**config.mk**
```make
export PLATFORM = sky130hd
export DESIGN_NAME = pipe_reg
export DESIGN_NICKNAME = d
export VERILOG_FILES = /design/src/rtl/pipe_reg_pkg.sv /design/src/rtl/pipe_stage.sv /design/src/rtl/pipe_reg.sv
export SDC_FILE = /design/constraint.sdc
export NUM_CORES = 1
export LEC_CHECK = 0
export ABC_AREA = 1
export BUFFER_PORTS_ARGS = -buffer_cell sky130_fd_sc_hd__buf_2
export CAP_MARGIN = 20
export CORE_MARGIN = 4
export CORE_UTILIZATION = 50
export CTS_BUF_LIST = sky130_fd_sc_hd__clkbuf_16
export CTS_CLUSTER_SIZE = 12
export DETAILED_ROUTE_END_ITERATION = 10
export PLACE_DENSITY = 0.71
export REMOVE_ABC_BUFFERS = 1
export SLEW_MARGIN = 20
export SYNTH_ARGS = -nofsm -noshare
export SYNTH_HDL_FRONTEND = slang
export SYNTH_SLANG_ARGS = --single-unit
```
**constraint.sdc**
```tcl
create_clock -name clk -period 1.4 [get_ports clk]
set_input_delay 0 -clock clk [delete_from_list [all_inputs] [get_ports clk]]
set_output_delay 0 -clock clk [all_outputs]
set_load 0.1 [all_outputs]
```
**src/rtl/pipe_reg_pkg.sv**
```systemverilog
// ============================================================================
//  Module      : pipe_reg_pkg
//  Description : Shared types and helper functions for the pipe_reg pipeline.
//  Revision    : 1.0 - initial release
// ============================================================================
`default_nettype none

package pipe_reg_pkg;

    // Per-stage control: load takes new data and sets valid, clear drops valid.
    typedef struct packed {
        logic load;
        logic clear;
    } stage_ctrl_t;

    // Width needed to count 0..depth valid stages.
    function automatic int occ_width(input int depth);
        return $clog2(depth + 1);
    endfunction

endpackage

`default_nettype wire

```
**src/rtl/pipe_stage.sv**
```systemverilog
// ============================================================================
//  Module      : pipe_stage
//  Description : One data/valid register pair with load and clear controls.
//  Revision    : 1.0 - initial release
// ============================================================================
`default_nettype none

module pipe_stage
    import pipe_reg_pkg::*;
#(
    parameter int WIDTH = 16
) (
    input  logic             clk,
    input  logic             rst,
    input  stage_ctrl_t      i_ctrl,
    input  logic [WIDTH-1:0] i_data,
    output logic [WIDTH-1:0] o_data,
    output logic             o_valid
);

    logic [WIDTH-1:0] r_data;
    logic             r_valid;

    // Data only changes on a load, so bubbles never toggle the register.
    always_ff @(posedge clk) begin
        if (rst) begin
            r_data  <= '0;
            r_valid <= 1'b0;
        end else if (i_ctrl.load) begin
            r_data  <= i_data;
            r_valid <= 1'b1;
        end else if (i_ctrl.clear) begin
            r_valid <= 1'b0;
        end
    end

    assign o_data  = r_data;
    assign o_valid = r_valid;

endmodule

`default_nettype wire

```
**src/rtl/pipe_reg.sv**
```systemverilog
// ============================================================================
//  Module      : pipe_reg
//  Description : Bubble-collapsing valid/ready register pipeline with clock
//                enable and flush. Define PIPE_REG_OCC_EN to add the
//                registered occupancy output.
//  Revision    : 1.0 - initial release
// ============================================================================
`default_nettype none

module pipe_reg
    import pipe_reg_pkg::*;
#(
    parameter int WIDTH = 16,
    parameter int DEPTH = 4
) (
    input  logic             clk,
    input  logic             rst,
    input  logic             ce,
    input  logic             flush,
    input  logic             in_valid,
    output logic             in_ready,
    input  logic [WIDTH-1:0] in_data,
    output logic             out_valid,
    input  logic             out_ready,
    output logic [WIDTH-1:0] out_data
`ifdef PIPE_REG_OCC_EN
    ,
    output logic [occ_width(DEPTH)-1:0] occupancy
`endif
);

    localparam int c_OCC_W = occ_width(DEPTH);

    if (WIDTH < 1 || DEPTH < 1) begin : g_bad_param
        $error("%m: pipe_reg needs WIDTH >= 1 and DEPTH >= 1");
    end

    logic [WIDTH-1:0] w_d [DEPTH];
    logic [DEPTH-1:0] w_v;
    logic [DEPTH-1:0] w_move;
    logic             w_tail_full;

    // A valid stage advances when any later stage is empty or the tail drains;
    // this is the unrolled form of the bubble-collapsing move chain.
    always_comb begin
        w_move      = '0;
        w_tail_full = 1'b1;
        for (int i = DEPTH - 1; i >= 0; i--) begin
            w_move[i]   = ce & w_v[i] & (~w_tail_full | out_ready);
            w_tail_full = w_tail_full & w_v[i];
        end
    end

    assign in_ready  = ce & ~flush & (~w_v[0] | w_move[0]);
    assign out_valid = w_v[DEPTH-1];
    assign out_data  = w_d[DEPTH-1];

    for (genvar g = 0; g < DEPTH; g++) begin : g_stage
        logic [WIDTH-1:0] w_din;
        stage_ctrl_t      w_ctrl;

        if (g == 0) begin : g_head
            assign w_din       = in_data;
            assign w_ctrl.load = in_valid & in_ready;
        end else begin : g_body
            assign w_din       = w_d[g-1];
            assign w_ctrl.load = ~flush & w_move[g-1];
        end

        assign w_ctrl.clear = flush | w_move[g];

        pipe_stage #(
            .WIDTH (WIDTH)
        ) u_stage (
            .clk     (clk),
            .rst     (rst),
            .i_ctrl  (w_ctrl),
            .i_data  (w_din),
            .o_data  (w_d[g]),
            .o_valid (w_v[g])
        );
    end

`ifdef PIPE_REG_OCC_EN
    logic [c_OCC_W-1:0] r_occ;
    logic               w_accept;
    logic               w_deliver;

    assign w_accept  = in_valid & in_ready;
    assign w_deliver = w_move[DEPTH-1];

    always_ff @(posedge clk) begin
        if (rst || flush) begin
            r_occ <= '0;
        end else begin
            r_occ <= r_occ + c_OCC_W'(w_accept) - c_OCC_W'(w_deliver);
        end
    end

    assign occupancy = r_occ;
`endif

endmodule

`default_nettype wire

```
==> impl_metrics.toml <==
[routing]
via_per_inst = 4.75
wl_per_cell_microns = 12.0
via_count = 2283
dr.pass1.iters = 4
drcViolationCount = 0
drt_wl_total_microns = 5760
drt_first_iter_violations = 155
postRouteAntennaNets = 0

[timing]
period_minus_slack_ns = 1.39
fin_ws_ns = 0.0143
drv_slew = 0
skew_ns = 0.00371
post-route-period-util = 0.990
rsz0062_at_grt = "yes"
setup_viol = 0
hold_viol = 0
fmax_ghz = 0.722
tightest_slew_ns = 0.486
slew_headroom = 0.678

[grt]
track_usage = 0.184
overflow = 0
grt_max_degree = 57
antenna_found_initial = 0
grt_pass1_vias = 2050
grt_pass1_wl_microns = 9200

[synthesis]
yosysWarnings = 0
synth_largest_area_cell = "dfxtp_1"
yosys.area.top_type_share = 0.509
ys_seq_area_frac = 0.509
synth_seq_cells = 68
syn_inst = 359
synth.avg_cell_area_sq_um = 7.45
yosysUniqueCellTypes = 22
synthTopCellsByArea = "dfxtp_1 (51%), inv_1 (10%), o21ai_0 (9.2%)"
syn_area_sq_um = 2680

[setup_path]
critPathMaxFanout = 4
start_kind = "primary input"
crit_required_ns = 1.40
critPathKind = "primary input to output pin"
crit_arrival_ns = 1.39
end_kind = "output pin"
rr_worst_depth = 7

[die]
die_height_microns = 81.1
rows = 26
core-area_sq_um = 5140
die_x_microns = 81.1
dieArea_sq_um = 6580
initial_core_util = 0.520
io_pins = 40

[layout]
fin_cells = 481
layout_commonest_cell = "inv_1"
layout_common_cells = "inv_1 (73), dfxtp_1 (67), o21ai_0 (48)"
num_antenna_cells = 0
fin_area_sq_um = 3370
finalNetCount = 428
drive_gt1_frac = 0.190
syn_to_final_growth_pct = 26.0
fin_util = 0.656

[clock_network]
cts_buffers = 9
clkLatencyLatePin_ns = 0.32
clock_sinks = 68
htree_levels = 3
clockBufferDepth = 2
path_clk_slew_ns = 0.05
cts_root_buf = "clkbuf_16"
cts_tree = "yes"

[placed_design]
post-place-ws_ns = 0.0820
place_area_sq_um = 2950
gp_congestion = 0.770
dp_cells = 455
portBuffers = 39
dp_hpwl_microns = 3450

[hold_path]
worstHoldPathType = "primary input to flop"
whs_path_depth = 5

[status]
status = "complete, no violations"

[power]
powerDensity_nw_per_um2 = 1310
pwr-share-seq = 0.451
internal_power_mw = 3.44
power.net_switching_mw = 0.963
p_leak_nw = 1.60
ir_drop_mv = 0.793
p_clk_frac = 0.484
switching_share = 0.219
combPwrFrac = 0.064

[flow_run]
cap_violations = 0
flip-flops by register name, summed over array words and instances (netlist names):
| register | cells |
|---|---|
| g_stage.u_stage.o_data | 64 |
| g_stage.u_stage.o_valid | 4 |
cell usage after synthesis:
cell and n:
a21oi_1 39, buf_2 4, buf_4 2, buf_6 1, clkbuf_1 13, dfxtp_1 68, inv_1 72, inv_2 5
nand2_1 36, nand2_2 1, nand2_4 1, nand3_1 1, nand3_2 1, nand3_4 1, nand4_1 17, nor2_1 43
nor3_1 1, o211ai_1 1, o211ai_2 1, o21ai_0 49, o21ai_1 1, o22ai_1 1
per-layer routing:
metal | part of all wire | vias to the layer above | track usage
met4 | 0.017 | 0 | 0.101
met2 | 0.49 | 62 | 0.300
met1 | 0.43 | 983 | 0.227
li1 | - | 1228 | -
met3 | 0.053 | 10 | 0.0355
met5 | 0 | - | 0
layout make-up:
cell class | count | area, sq um
clock buffer | 9 | 225
clock inverter | 7 | 58.8
fill | 470 | 1770
inverter | 77 | 294
multi-input combinational | 195 | 958
sequential | 68 | 1360
tap | 70 | 87.6
timing repair buffer | 55 | 383
cells by family (layout without fill, tap and decap cells):
group | count (synthesis) | count (layout) | synth area share
compound gates | 92 | 92 | 0.176
simple gates | 102 | 103 | 0.171
flops | 68 | 68 | 0.509
buf+inv | 97 | 148 | 0.144
critical path, cell delays in order:
cell           delay, ns
dlygate4sd3_1       0.56
buf_2               0.16
nand2_1             0.07
inv_1               0.10
nand2_2             0.09
a21oi_2             0.20
buf_12              0.20
power by group through the flow:
stage	logic (mW)	clock network, mW	registers, mW
CTS	0.260	2.17	1.98
global route	0.318	2.24	1.99
detailed placement	0.245	0	2.03
floorplan	0.152	0	2.02
finish	0.283	2.13	1.98
global placement	0.242	0	2.02
through the flow:
stage	hold slack, ns	power [mW]	setup TNS, ns
floorplan	0.0691	2.18	-44.85
CTS	0.00471	4.41	0
finish	0.0101	4.40	0
detailed placement	0.219	2.27	0
global placement	0.214	2.27	0
global route	0.0290	4.55	-0.722
worst paths after layout:
path	slack (ns)	endpoint	startpoint
max	0.01	in_ready	ce
min	0.01	g_stage[0].u_stage.o_data[13]	in_data[13]
max reg2reg	0.09	g_stage[0].u_stage.o_data[12]	g_stage[2].u_stage.o_valid
min reg2reg	0.44	g_stage[3].u_stage.o_data[6]	g_stage[3].u_stage.o_data[6]
repair_timing:
item,in CTS,in global routing
hold buffers,5,0
pin swaps,0,2
hold endpoints to repair,6,0
resized for setup,2,10
setup endpoints to repair,1,44
setup buffers,0,4
cloned,0,1
No activity file was read; power rests on OpenSTA's default activity.
